<file path="src/rtl/rv32_pkg.sv">
// ---------------------------------------------------------------------------
// rv32_pkg
//   Shared types and constants for the morv core and its memory-side blocks.
//   Contents:
//     mem_ctrl_state_t  - memory controller FSM state encoding
//     MEM_RESP_OK/ERR   - value of the error flag carried with a response
// ---------------------------------------------------------------------------
package rv32_pkg;

    typedef enum logic [1:0] {
        ST_IDLE   = 2'd0,
        ST_ACCESS = 2'd1,
        ST_WAIT   = 2'd2,
        ST_RESP   = 2'd3
    } mem_ctrl_state_t;

    localparam logic MEM_RESP_OK  = 1'b0;
    localparam logic MEM_RESP_ERR = 1'b1;

endpackage

</file>
<file path="src/rtl/morv_addr_decode.sv">
// ---------------------------------------------------------------------------
// morv_addr_decode
//   Combinational alignment/range check for a word-addressed target placed
//   at BASE_ADDR and spanning 2**ADDR_WIDTH 32-bit words.
//   Ports:
//     addr      in  32          byte address from the core
//     err       out 1           misaligned or outside the target window
//     word_idx  out ADDR_WIDTH  word index inside the window
// ---------------------------------------------------------------------------
module morv_addr_decode #(
    parameter int          ADDR_WIDTH = 12,
    parameter logic [31:0] BASE_ADDR  = 32'h0
) (
    input  logic [31:0]           addr,
    output logic                  err,
    output logic [ADDR_WIDTH-1:0] word_idx
);

    // Window size in bytes; 33 bits so ADDR_WIDTH=30 still fits.
    localparam logic [32:0] RANGE_BYTES = 33'd4 << ADDR_WIDTH;

    logic [31:0] offset;

    // Unsigned subtraction: addresses below the base wrap to huge offsets
    // and therefore fail the range compare.
    assign offset   = addr - BASE_ADDR;
    assign err      = (addr[1:0] != 2'b00) || ({1'b0, offset} >= RANGE_BYTES);
    assign word_idx = offset[ADDR_WIDTH+1:2];

endmodule

</file>
<file path="src/rtl/morv_mem_ctrl.sv">
// ---------------------------------------------------------------------------
// morv_mem_ctrl
//   Single-outstanding-request bridge from the morv core memory port to a
//   synchronous single-port SRAM with WAIT_STATES extra read latency.
//   Bad addresses are answered with an error response without an SRAM access.
//   Ports:
//     clk, rst_n                       clock, async active-low reset
//     core_valid/addr/wdata/write/wstrb  request (sampled only in IDLE)
//     core_rdata/ready/err              response (ready is a 1-cycle pulse)
//     mem_en/we/addr/wdata              SRAM command
//     mem_rdata                         SRAM read data
// ---------------------------------------------------------------------------
module morv_mem_ctrl #(
    parameter int          ADDR_WIDTH  = 12,
    parameter logic [31:0] BASE_ADDR   = 32'h0,
    parameter int          WAIT_STATES = 0
) (
    input  logic                  clk,
    input  logic                  rst_n,
    input  logic                  core_valid,
    input  logic [31:0]           core_addr,
    input  logic [31:0]           core_wdata,
    input  logic                  core_write,
    input  logic [3:0]            core_wstrb,
    output logic [31:0]           core_rdata,
    output logic                  core_ready,
    output logic                  core_err,
    output logic                  mem_en,
    output logic [3:0]            mem_we,
    output logic [ADDR_WIDTH-1:0] mem_addr,
    output logic [31:0]           mem_wdata,
    input  logic [31:0]           mem_rdata
);
    import rv32_pkg::*;

    localparam int CNT_W = (WAIT_STATES > 0) ? $clog2(WAIT_STATES + 1) : 1;

    mem_ctrl_state_t       state_reg, state_next;
    logic [CNT_W-1:0]      cnt_reg;
    logic                  err_reg;
    logic                  write_reg;
    logic [31:0]           rdata_reg;
    logic [ADDR_WIDTH-1:0] mem_addr_reg;
    logic [3:0]            mem_we_reg;
    logic [31:0]           mem_wdata_reg;

    logic                  dec_err;
    logic [ADDR_WIDTH-1:0] dec_idx;
    logic                  accept;

    morv_addr_decode #(
        .ADDR_WIDTH (ADDR_WIDTH),
        .BASE_ADDR  (BASE_ADDR)
    ) u_addr_decode (
        .addr     (core_addr),
        .err      (dec_err),
        .word_idx (dec_idx)
    );

    assign accept = (state_reg == ST_IDLE) && core_valid;

    always_ff @(posedge clk or negedge rst_n) begin
        if (!rst_n) begin
            state_reg <= ST_IDLE;
        end else begin
            state_reg <= state_next;
        end
    end

    always_comb begin
        state_next = state_reg;
        case (state_reg)
            ST_IDLE:   if (core_valid) state_next = dec_err ? ST_RESP : ST_ACCESS;
            ST_ACCESS: state_next = ST_WAIT;
            ST_WAIT:   if (cnt_reg == '0) state_next = ST_RESP;
            ST_RESP:   state_next = ST_IDLE;
            default:   state_next = ST_IDLE;
        endcase
    end

    always_ff @(posedge clk or negedge rst_n) begin
        if (!rst_n) begin
            cnt_reg       <= '0;
            err_reg       <= MEM_RESP_OK;
            write_reg     <= 1'b0;
            rdata_reg     <= '0;
            mem_addr_reg  <= '0;
            mem_we_reg    <= '0;
            mem_wdata_reg <= '0;
        end else begin
            if (accept) begin
                err_reg   <= dec_err ? MEM_RESP_ERR : MEM_RESP_OK;
                write_reg <= core_write;
                if (dec_err) begin
                    rdata_reg <= '0;
                end else begin
                    // SRAM command is registered on the way into ACCESS so the
                    // macro sees stable inputs for the whole strobe cycle.
                    mem_addr_reg  <= dec_idx;
                    mem_wdata_reg <= core_wdata;
                    mem_we_reg    <= core_write ? core_wstrb : 4'b0000;
                end
            end
            if (state_reg == ST_ACCESS) begin
                cnt_reg <= CNT_W'(WAIT_STATES);
            end
            if (state_reg == ST_WAIT) begin
                if (cnt_reg == '0) begin
                    // Writes keep the old read data; the core ignores it.
                    if (!write_reg) rdata_reg <= mem_rdata;
                end else begin
                    cnt_reg <= cnt_reg - 1'b1;
                end
            end
        end
    end

    // mem_en comes straight from the state register so an async reset drops
    // it immediately, mid-access included.
    assign mem_en     = (state_reg == ST_ACCESS);
    assign mem_we     = mem_we_reg;
    assign mem_addr   = mem_addr_reg;
    assign mem_wdata  = mem_wdata_reg;
    assign core_ready = (state_reg == ST_RESP);
    assign core_err   = (state_reg == ST_RESP) && (err_reg == MEM_RESP_ERR);
    assign core_rdata = rdata_reg;

endmodule
</file>
<file path="config.mk">
export PLATFORM = sky130hd
export DESIGN_NAME = morv_mem_ctrl
export DESIGN_NICKNAME = d
export VERILOG_FILES = /design/src/rtl/rv32_pkg.sv /design/src/rtl/morv_addr_decode.sv /design/src/rtl/morv_mem_ctrl.sv
export SDC_FILE = /design/constraint.sdc
export NUM_CORES = 1
export LEC_CHECK = 0
export BUFFER_PORTS_ARGS = -buffer_cell sky130_fd_sc_hd__buf_2
export CORE_MARGIN = 4
export CORE_UTILIZATION = 38
export DETAILED_ROUTE_END_ITERATION = 6
export PLACE_DENSITY_LB_ADDON = 0.15
export SYNTH_ARGS = -nofsm -noshare
export SYNTH_HDL_FRONTEND = slang
export SYNTH_SLANG_ARGS = --single-unit
</file>
<file path="constraint.sdc">
create_clock -name clk -period 1.7 [get_ports clk]
set_input_delay 0.34 -clock clk [delete_from_list [all_inputs] [get_ports clk]]
set_output_delay 0.34 -clock clk [all_outputs]
set_load 0.01 [all_outputs]
</file>
# ---- Word level (Yosys, flattened, before mapping)
# Index checks and enable logic that the tools add are counted.
dict set report word_totals {
  ff_bits 85
  inputBits 104
}
dict set report op_classes {
  n_addsub 1
  magnitude_cmp 1
  eq_ne 5
  n_mux 14
  bitwise 1
  reduce_logical 7
}
# operator count
set op_table {}
lappend op_table {{$mux W32} 5}
lappend op_table {{$ge A32 B15 Y1 const B} 1}
lappend op_table {{$pmux W2 S4} 1}
lappend op_table {{$mux W2} 3}
lappend op_table {{$eq A2 B2 Y1 const B} 2}
lappend op_table {{$mux W1} 4}
lappend op_table {{$mux W4} 1}
lappend op_table {{$ne A2 B2 Y1 const B} 2}
lappend op_table {{$reduce_and A2 Y1} 2}
lappend op_table {{$eq A2 B1 Y1 const B} 1}
lappend op_table {{$logic_and A1 B1 Y1} 2}
lappend op_table {{$logic_not A2 Y1} 1}
lappend op_table {{$reduce_bool A2 Y1} 1}
lappend op_table {{$logic_or A1 B1 Y1} 1}
lappend op_table {{$not A1 Y1} 1}
lappend op_table {{$sub A1 B1 Y1 const B} 1}

# ---- Depth between registers and ports, before layout
# Gate-level depths: netlist of run 1.
dict set report depth {
  ltp_word 7
  depth_mapped 7
  ltp_nobuf 6
}

# ---- Hierarchy
# Synthesis of run 1 repeated with hierarchy kept, for this count alone.
dict set report hier_totals {
  hier_cells 223
  area_unflattened_um2 3343.2
}
# module n_inst cells_each area_each_um2 seq_area_each_um2
set modules_own_cells {}
lappend modules_own_cells {morv_mem_ctrl 1 204 3210.6 2127.0}
lappend modules_own_cells {morv_addr_decode 1 19 132.6 0.0}

# ---- Least setup slack after synthesis of run 1
# OpenSTA, ideal clock, no wires.
dict set report synth_path {
  path_kind {input port to flip-flop}
  from {input core_addr[16]}
  to {register mem_addr_reg[10], in the netlist mem_addr[10]}
  setup_ps 127
  arrival_ps 1626
  setup_slack_ps -53
  path_stages 6
  n_path_buf 2
  cell_sequence {nor4_1 > nand3_1 > nor3_4 > buf_6 > buf_8 > mux2_1}
}
dict set report synth_via {
  elab_chain_len 4
}
# item line
set synth_rtl {}
lappend synth_rtl {{start: declaration} morv_mem_ctrl.sv:21} ;# input logic [31:0] core_addr,
lappend synth_rtl {{$ge A32 B15 Y1} morv_addr_decode.sv:27} ;# assign err = (addr[1:0] != 2'b00) || ({1'b0, offset} >= RANGE_BYTES);
lappend synth_rtl {{$logic_or A1 B1 Y1} morv_addr_decode.sv:27}
lappend synth_rtl {{$not A1 Y1 (no line)} n/a}
lappend synth_rtl {{$reduce_and A2 Y1 (no line)} n/a}
lappend synth_rtl {{end signal: assignment} morv_mem_ctrl.sv:99} ;# mem_addr_reg <= dec_idx;
lappend synth_rtl {{end: declaration} morv_mem_ctrl.sv:43} ;# logic [ADDR_WIDTH-1:0] mem_addr_reg;
# No other way between the ends.
# A chain may end at the register's enable or synchronous reset.

# ---- Final worst setup path of run 1
dict set report layout_path {
  from {register state_reg[1]}
  to {register mem_wdata_reg[16], in the netlist mem_wdata[16]}
}
dict set report layout_via {
  elab_chain_len 3
}
# item line
set layout_rtl {}
lappend layout_rtl {{start: declaration} morv_mem_ctrl.sv:38} ;# mem_ctrl_state_t state_reg, state_next;
lappend layout_rtl {{start signal: assignment} morv_mem_ctrl.sv:66} ;# state_reg <= state_next;
lappend layout_rtl {{$logic_not A2 Y1} morv_mem_ctrl.sv:60} ;# assign accept = (state_reg == ST_IDLE) && core_valid;
lappend layout_rtl {{$logic_and A1 B1 Y1} morv_mem_ctrl.sv:60}
lappend layout_rtl {{$reduce_and A2 Y1 (no line)} n/a}
lappend layout_rtl {{end signal: assignment} morv_mem_ctrl.sv:100} ;# mem_wdata_reg <= core_wdata;
lappend layout_rtl {{end: declaration} morv_mem_ctrl.sv:45} ;# logic [31:0] mem_wdata_reg;
# No other way between the ends.

==> impl_metrics.toml, run 1 <==
[run_status]
outcome = "complete, no violations"

[worst_setup_path]
critPathMaxFanout = 14
cp_slowest_cell = "dfrtp_1"
crit_buf_inv = 3
worstSetupPathType = "flip-flop to flip-flop"
crit_family = "flip-flops"
required_ns = 1.93
critPathLaunch = "state_reg[1]"
critPathLaunchType = "flip-flop"
critical_path.cell_chain = "inv_2, ha_2, nand2_2, nor3_4, buf_6, buf_12, mux2_2"
rr_startpoint = "state_reg[1]"
cp_slowest_stage_delay_ns = 0.40
arrival_ns = 1.86
cp-end-kind = "flip-flop"

[timing]
setup_viol = 0
finalCritPeriodShare = 0.9605
hold_ws_ns = 0.2092
hold_violations = 0
tightest_slew_ns = 0.3112
fin_worst_skew_ns = 0.009949
period_minus_slack_ns = 1.633
drv_slew = 0
max_freq_mhz = 612.5
relSlewSlack = 0.7925
grt_setup_unrepaired = "yes"

[power]
ir_drop_mv = 0.6559
powerDensity_nw_per_um2 = 1295
p_leak_uw = 0.002767
power_uw = 6496

[synthesis]
synth_area_leaders = "dfrtp_1 62%, mux2_2 13%, nand2_1 7.8%"
synthDistinctLibCells = 25
synth_edf_count = 0
yosysSeqAreaShare = 0.6234
synth_top_cell_by_area = "dfrtp_1"
synth_ff_type = "dfrtp_1"
mappedNetlistNets = 394
synth-async-reset-ratio = 1.000
syn_inst = 285
syn_area_um2 = 3412
synth_top_area_frac = 0.6234
yosys_register_bits = 85
postSynthAreaPerCell_um2 = 11.97
synthTopCellsByCount = "85 x dfrtp_1, 71 x nand2_1, 40 x mux2_2, 34 x a21oi_1, 7 x inv_1"
synth.yosys.warnings = 0
synth.most_common_cell = "dfrtp_1"

[place]
post-dp-hpwl_um = 6566
globalplace.congestion = 0.7234
io_buffers = 186

[grt]
grt_pass1_vias = 3006
grt_use_total = 0.1684
grt_pass1_wl_um = 13820
grt_overflow = 0
grt_max_degree = 40
antenna_found_initial = 0

[detailed_routing]
drtIter0Drc = 44
drt_first_pass_iters = 4
route.detailed.drc = 0
viasPerCell = 4.702
totalWireLength_um = 8636
antenna_left = 0
num_vias = 2840
post_drt_wl_per_cell_um = 14.30

[run]
drv_cap = 0

[floorplan]
die_y_um = 102.8
die_w_um = 102.8
fp.dieArea_um2 = 10560
rows = 34
io_pins = 187
initial_utilization = 0.3912
coreArea_um2 = 8721

[cells_and_area]
syn_to_final_growth_pct = 46.97
fin_util = 0.5750
final_layout_size_suffix_gt1_frac = 0.5645
num-nets-final = 600
antennaDiodeCount = 0

[clock_tree]
cts_buffers = 9
path_clk_slew_ns = 0.08
clk_latency_ns = 0.35
clock_path_buffers = 2
cts_tree = "yes"
cts_root_buf = "clkbuf_8"
htreeDepth = 3
cts_num_sinks = 85

[worst_hold_path]
worstHoldStart = "core_addr[11]"
hp-class = "primary input to flip-flop"
==> cell type report <==
cell class | instances | area, um^2
Fill cell | 806 | 3706
Sequential cell | 85 | 2127
Multi-Input combinational cell | 179 | 1242
Timing Repair Buffer | 209 | 1229
Clock buffer | 12 | 135.1
Tap cell | 108 | 135.1
Clock inverter | 4 | 120.1
Inverter | 7 | 26.28
==> where the power goes <==
part           internal [uW]  switching (uW)
registers               2380             189
clock network           1130             681
logic                    998            1120
total                   4500            1990
==> repair_timing <==
item	in CTS	in global routing
resized for setup	1	21
endpoints found under the hold margin	20	0
endpoints found under the setup margin	3	56
setup buffers	0	2
pin swaps	0	2
gates cloned	0	1
hold buffers	1	0
==> path summary, 6_finish.rpt <==
| kind | slack [ns] | cells past startpoint | to |
|---|---|---|---|
| max | 0.07 | 7 | mem_wdata[16] |
| min | 0.21 | 2 | mem_addr[9] |
| max reg2reg | 0.07 | 7 | mem_wdata[16] |
| min reg2reg | 0.50 | 1 | mem_addr[7] |
| max in group asynchronous | 0.76 | 3 | core_rdata[31] |
| min in group asynchronous | 0.42 | 2 | mem_addr[1] |
==> placed cells by master, fill, tap and decap left out, types with 6 or more instances in the layout <==
cell type  instances
buf_6              6
a21oi_1           27
clkbuf_8           9
buf_2            184
buf_4             10
mux2_2            40
nand2_1           70
a21oi_2            7
dfrtp_1           85
==> logic make-up (layout without fill, tap and decap cells) <==
logic type / Yosys count / count (layout) / synth area share
AOI/OAI and AO/OA: 38 / 38 / 0.05794
adders and majority gates: 5 / 5 / 0.01834
buffers and inverters: 21 / 232 / 0.03190
DFF: 85 / 85 / 0.6234
muxes: 49 / 49 / 0.1602
and+or+nand+nor: 87 / 87 / 0.1082
==> per-layer routing <==
layer / wire length [um] / share of wire / GRT usage
met1: 3336 / 0.39 / 0.2023
met2: 4197 / 0.49 / 0.2815
met3: 960 / 0.11 / 0.05480
met4: 141 / 0.016 / 0.06574
met5: 0 / 0 / 0
==> worst register-to-register path, delay by kind of cell, from the launching register on <==
family,cells,cell delay [ns]
flops,1,0.40
buf+inv,3,0.36
mux,1,0.35
simple gates,2,0.24
fa+ha+maj,1,0.17
==> metrics by stage <==
step,instances,setup WS [ns],area (um^2),setup TNS [ns]
6_report,604,0.06722,5015,0
5_1_grt,604,-0.03475,5015,-0.5859
4_1_cts,601,-0.007863,4900,-0.01191
3_5_place_dp,584,-0.2632,4632,-12.20
3_3_place_gp,584,-0.2178,4632,-9.093
2_1_floorplan,285,-0.003816,3435,-0.01908
(Power assumes the default switching activity.)
==> inputs of run 2 (changes only) <==
--- a/config.mk
+++ b/config.mk
@@ -6,8 +6,10 @@
 export NUM_CORES = 1
 export LEC_CHECK = 0
 export BUFFER_PORTS_ARGS = -buffer_cell sky130_fd_sc_hd__buf_2
+export CELL_PAD_IN_SITES_DETAIL_PLACEMENT = 1
+export CELL_PAD_IN_SITES_GLOBAL_PLACEMENT = 2
 export CORE_MARGIN = 4
-export CORE_UTILIZATION = 38
+export CORE_UTILIZATION = 23
 export DETAILED_ROUTE_END_ITERATION = 6
 export PLACE_DENSITY_LB_ADDON = 0.15
 export SYNTH_ARGS = -nofsm -noshare
==> run 2 against run 1 <==
Effect of this change:
- largest power group unchanged
- highest routed layer unchanged
- flip-flop and latch count did not move
- hold slack improved by 0.0050 ns
- core utilization down 20 points
- routed wire length rose by 30%
- combinational power rose by 7%
- largest cell class unchanged
- maximum frequency is 2.7% lower
==> impl_metrics.toml, run 2 (synthesis gave the netlist of run 1 again) <==
[run_status]
outcome = "complete, no violations"

[cells_and_area]
fin_area_um2 = 5395
fillers = 1667
syn_to_final_growth_pct = 58.12
fin_util = 0.3712
final_layout_size_suffix_gt1_frac = 0.5626
register_area_um2 = 2127
final_common_cell = "buf_2"
multi_input_comb_area_um2 = 1343
num-nets-final = 607
final_cell_mix = "184 x buf_2, 85 x dfrtp_1, 70 x nand2_1"
antennaDiodeCount = 0

[power]
ir_drop_mv = 0.7587
power_frac_seq = 0.373
intPower_uw = 4642
power.switching_uw = 2239
powerDensity_nw_per_um2 = 1275
power_uw = 6881
clock_power_share = 0.297
swShare = 0.3254
pwr-share-comb = 0.330
p_leak_uw = 0.002884

[timing]
hold_ws_ns = 0.2142
fin_worst_skew_ns = 0.005452
tightest_slew_ns = 0.3444
max_freq_mhz = 595.7
drv_slew = 0
setup_tns_ns = 0
grt_setup_unrepaired = "yes"
hold_violations = 0
period_minus_slack_ns = 1.679
relSlewSlack = 0.7704
finalCritPeriodShare = 0.9875
setup_viol = 0

[grt]
grt_pass1_vias = 3180
grt_pass1_wl_um = 16620
grt_overflow = 0
antenna_found_initial = 0
grt_use_total = 0.1281
grt_max_degree = 53

[clock_tree]
path_clk_slew_ns = 0.07
cts_tree = "yes"
cts_buffers = 9
cts_num_sinks = 85
htreeDepth = 3
clk_latency_ns = 0.34
clock_path_buffers = 2
cts_root_buf = "clkbuf_16"

[worst_setup_path]
critical_path.cell_chain = "inv_2, ha_4, nand2_4, nor3_4, buf_6, buf_12, buf_16, mux2_2"
critPathLaunchType = "flip-flop"
critPathMaxFanout = 14
crit_family = "buffers and inverters"
arrival_ns = 1.91
required_ns = 1.93
cp_slowest_stage_delay_ns = 0.39
cp-end-kind = "flip-flop"
crit_buf_inv = 4
worstSetupPathType = "flip-flop to flip-flop"
cp_slowest_cell = "dfrtp_1"

[place]
io_buffers = 186
post-dp-hpwl_um = 7621
globalplace.congestion = 0.6789
placed_area_um2 = 4712

[detailed_routing]
num_vias = 2890
viasPerCell = 4.207
totalWireLength_um = 11240
route.detailed.drc = 0
drtIter0Drc = 51
post_drt_wl_per_cell_um = 16.36
antenna_left = 0
drt_first_pass_iters = 4

[floorplan]
io_pins = 187
coreArea_um2 = 14530
die_w_um = 129.8
initial_utilization = 0.2348
rows = 44
fp.dieArea_um2 = 16850
die_y_um = 129.8

[worst_hold_path]
hp-class = "primary input to flip-flop"

[run]
drv_cap = 0
==> run 2: changes by cell type in the layout (fill, tap and decap cells not counted), moves of 6 or more <==
| cell | change |
|---|---|
| mux2_2 | -30 |
| mux2_4 | +29 |
| clkbuf_16 | +11 |
| clkbuf_8 | -8 |
| a21oi_1 | +6 |
| a21oi_2 | -6 |
| buf_4 | +6 |
==> run 2: path summary, 6_finish.rpt <==
check | cells after the start | to | from | slack [ns]
max | 8 | mem_wdata[10] | state_reg[0] | 0.02
min | 2 | mem_addr[8] | core_addr[10] | 0.21
max reg2reg | 8 | mem_wdata[10] | state_reg[0] | 0.02
min reg2reg | 1 | mem_addr[6] | mem_addr[6] | 0.49
max in group asynchronous | 3 | core_rdata[5] | rst_n | 0.77
min in group asynchronous | 2 | mem_addr[7] | rst_n | 0.36
==> run 2: through the flow <==
| step | setup WS, ns | cells |
|---|---|---|
| 2_1_floorplan | -0.003816 | 285 |
| 6_report | 0.02131 | 687 |
| 5_1_grt | -0.05640 | 687 |
| 4_1_cts | 0.008242 | 681 |
| 3_5_place_dp | -0.2194 | 658 |
| 3_3_place_gp | -0.1780 | 658 |
==> run 2: final cells by class <==
class,count,share of cell area
Tap cell,184,0.04267
Timing Repair Buffer,216,0.2521
Inverter,7,0.004870
Sequential cell,85,0.3942
Clock inverter,6,0.01299
Clock buffer,10,0.04429
Multi-Input combinational cell,179,0.2488
==> run 2: layer usage <==
| layer | routed length, um | global-route usage | vias up | part of all wire |
|---|---|---|---|---|
| met4 | 167 | 0.04218 | 0 | 0.015 |
| met1 | 4593 | 0.1431 | 1398 | 0.41 |
| met3 | 921 | 0.04748 | 12 | 0.082 |
| li1 | - | - | 1376 | - |
| met5 | 0 | 0 | - | 0 |
| met2 | 5556 | 0.2260 | 104 | 0.49 |
==> run 2: power by group through the flow <==
stage                     sequential (uW)  combinational [uW]  clock [uW]
after global routing                 2620                2550        2210
after CTS                            2580                2120        2150
after detailed placement             2620                2070           0
final                                2570                2270        2050
after global placement               2610                2030           0
after floorplan                      2740                 877           0
==> run 2: repair_timing <==
action / 4_1_cts / 5_1_grt
endpoints found under the setup margin: 75 / 77
endpoints found under the hold margin: 7 / 0
pin swaps: 1 / 0
gates cloned: 2 / 3
buffers inserted: 4 / 3
resized for setup: 7 / 37
hold buffers: 1 / 0
==> inputs of run 3 (changes only) <==
--- a/config.mk
+++ b/config.mk
@@ -5,12 +5,12 @@
 export SDC_FILE = /design/constraint.sdc
 export NUM_CORES = 1
 export LEC_CHECK = 0
-export BUFFER_PORTS_ARGS = -buffer_cell sky130_fd_sc_hd__buf_2
 export CELL_PAD_IN_SITES_DETAIL_PLACEMENT = 1
 export CELL_PAD_IN_SITES_GLOBAL_PLACEMENT = 2
 export CORE_MARGIN = 4
-export CORE_UTILIZATION = 23
+export CORE_UTILIZATION = 33
 export DETAILED_ROUTE_END_ITERATION = 6
+export DONT_BUFFER_PORTS = 1
 export PLACE_DENSITY_LB_ADDON = 0.15
 export SYNTH_ARGS = -nofsm -noshare
 export SYNTH_HDL_FRONTEND = slang
==> run 3 against run 2 <==
Effect of this change:
- critical path type unchanged
- via count shrank 24%
- core utilization up 5.3 points
- combinational power is 32% lower
- sequential share of layout area increased by 11 points
- register-to-register slack about the same
- cell area down 22%
- routed wire length fell by 12%
- the run now ends with negative hold slack left
- die area is 29% lower
- clock skew increased by 0.0017 ns
- largest cell class unchanged
- hold slack got worse by 0.53 ns
==> impl_metrics.toml, run 3 (synthesis gave the netlist of run 1 again) <==
[detailed_routing]
drt-met1-wl_um = 3601
post_drt_wl_per_cell_um = 22.26
met2_length_um = 5125
highest_layer = "met4"
wl_met3_um = 1084
antenna_left = 0
route.detailed.drc = 0
drtIter0Drc = 90
viasPerCell = 4.939
num_vias = 2198
totalWireLength_um = 9907
drt_first_pass_iters = 4

[worst_setup_path]
arrival_ns = 1.92
critPathMaxFanout = 10
worstSetupPathType = "flip-flop to flip-flop"
cp-end-kind = "flip-flop"
critical_path.cell_chain = "inv_2, ha_4, nand2_4, nor3_4, buf_6, buf_16, mux2_2"
required_ns = 1.93
cp_slowest_stage_delay_ns = 0.39
critPathLaunchType = "flip-flop"
cp_slowest_cell = "dfrtp_1"

[floorplan]
fp.dieArea_um2 = 12030
die_y_um = 109.7
die_w_um = 109.7
initial_utilization = 0.3443
io_pins = 187
coreArea_um2 = 9910
rows = 36

[place]
post-dp-hpwl_um = 6391
globalplace.congestion = 0.7140
io_buffers = 0
pre_cts_ws_ns = -0.3133

[cells_and_area]
syn_to_final_growth_pct = 23.18
antennaDiodeCount = 0
final_cell_mix = "85 x dfrtp_1, 70 x nand2_1, 32 x a21oi_1"
multi_input_comb_area_um2 = 1294
final_common_cell = "dfrtp_1"
register_area_um2 = 2127
final_layout_size_suffix_gt1_frac = 0.3013
fin_util = 0.4241
fillers = 1076
num-nets-final = 417

[timing]
setup_viol = 0
hold_violations = 85
grt_setup_unrepaired = "yes"
hold_ws_ns = -0.3145
timing.final.ws_setup_ns = 0.009047
max_freq_mhz = 591.4
finalCritPeriodShare = 0.9947
period_minus_slack_ns = 1.691
drv_slew = 0
fin_worst_skew_ns = 0.007139
relSlewSlack = 0.8080
tightest_slew_ns = 0.2872

[grt]
grt_max_degree = 86
antenna_found_initial = 0
grt_pass1_wl_um = 12940
grt_use_total = 0.1449
grt_pass1_vias = 2323
grt_overflow = 0

[worst_hold_path]
hp-class = "primary input to asynchronous set/reset pin"

[power]
powerDensity_nw_per_um2 = 1410
power_uw = 5928
p_leak_uw = 0.001978
ir_drop_mv = 0.6153

[run]
drv_cap = 0

[clock_tree]
htreeDepth = 3
path_clk_slew_ns = 0.09
cts_num_sinks = 85
clk_latency_ns = 0.34
cts_root_buf = "clkbuf_8"
clock_path_buffers = 2
cts_buffers = 9
cts_tree = "yes"

[run_status]
violations = "negative hold slack"
outcome = "finished with violations"
## run 3: worst max-delay path, delay by kind of cell (launching register included)
kind,cells,cell delay [ns]
fa+ha+maj,1,0.15
buf+inv,3,0.40
flops,1,0.39
mux,1,0.33
simple gates,2,0.31
## run 3: report_power, final
| part | switching, uW | internal [uW] |
|---|---|---|
| Clock | 733 | 866 |
| Combinational | 819 | 727 |
| Sequential | 406 | 2380 |
| Total | 1960 | 3970 |
## run 3: final cells by class
type                            instances  area share
Clock inverter                          5     0.02024
Multi-Input combinational cell        179      0.3078
Sequential cell                        85      0.5061
Tap cell                              133     0.03960
Timing Repair Buffer                   26     0.08723
Inverter                                7    0.006252
Clock buffer                           10     0.03275
## run 3: metrics by stage
stage	hold WS (ns)	cells	TNS, ns	cell area, um^2
after global placement	0.04717	419	-14.87	3675
final	-0.3145	445	0	4203
after global routing	-0.3521	445	-2.703	4203
after floorplan	0.04441	285	-0.01908	3435
after detailed placement	0.04710	419	-16.39	3675
after CTS	-0.3469	438	0	3989
## run 3: worst paths after layout
| path | start | end | slack, ns | cells after the start |
|---|---|---|---|---|
| setup / recovery | state_reg[1] | mem_wdata[14] | 0.009 | 7 |
| hold / removal | rst_n | mem_addr[8] | -0.31 | 0 |
| setup reg to reg | state_reg[1] | mem_wdata[14] | 0.009 | 7 |
| hold reg to reg | err_reg | err_reg | 0.52 | 2 |
| max in group asynchronous | rst_n | mem_wdata[30] | 1.82 | 0 |
| min in group clk | mem_rdata[19] | core_rdata[19] | 0.12 | 2 |
## run 3: routing by layer
metal / up-vias / global-route usage
li1: 997 / -
met1: 1079 / 0.1518
met2: 114 / 0.2589
met3: 8 / 0.06694
met4: 0 / 0.04274
met5: - / 0
## run 3: repair_timing
action / 4_1_cts / 5_1_grt
pin swaps: 0 / 2
gates cloned: 2 / 5
setup endpoints to repair: 41 / 72
setup buffers: 2 / 2
endpoints found under the hold margin: 85 / 85
resized for setup: 7 / 24
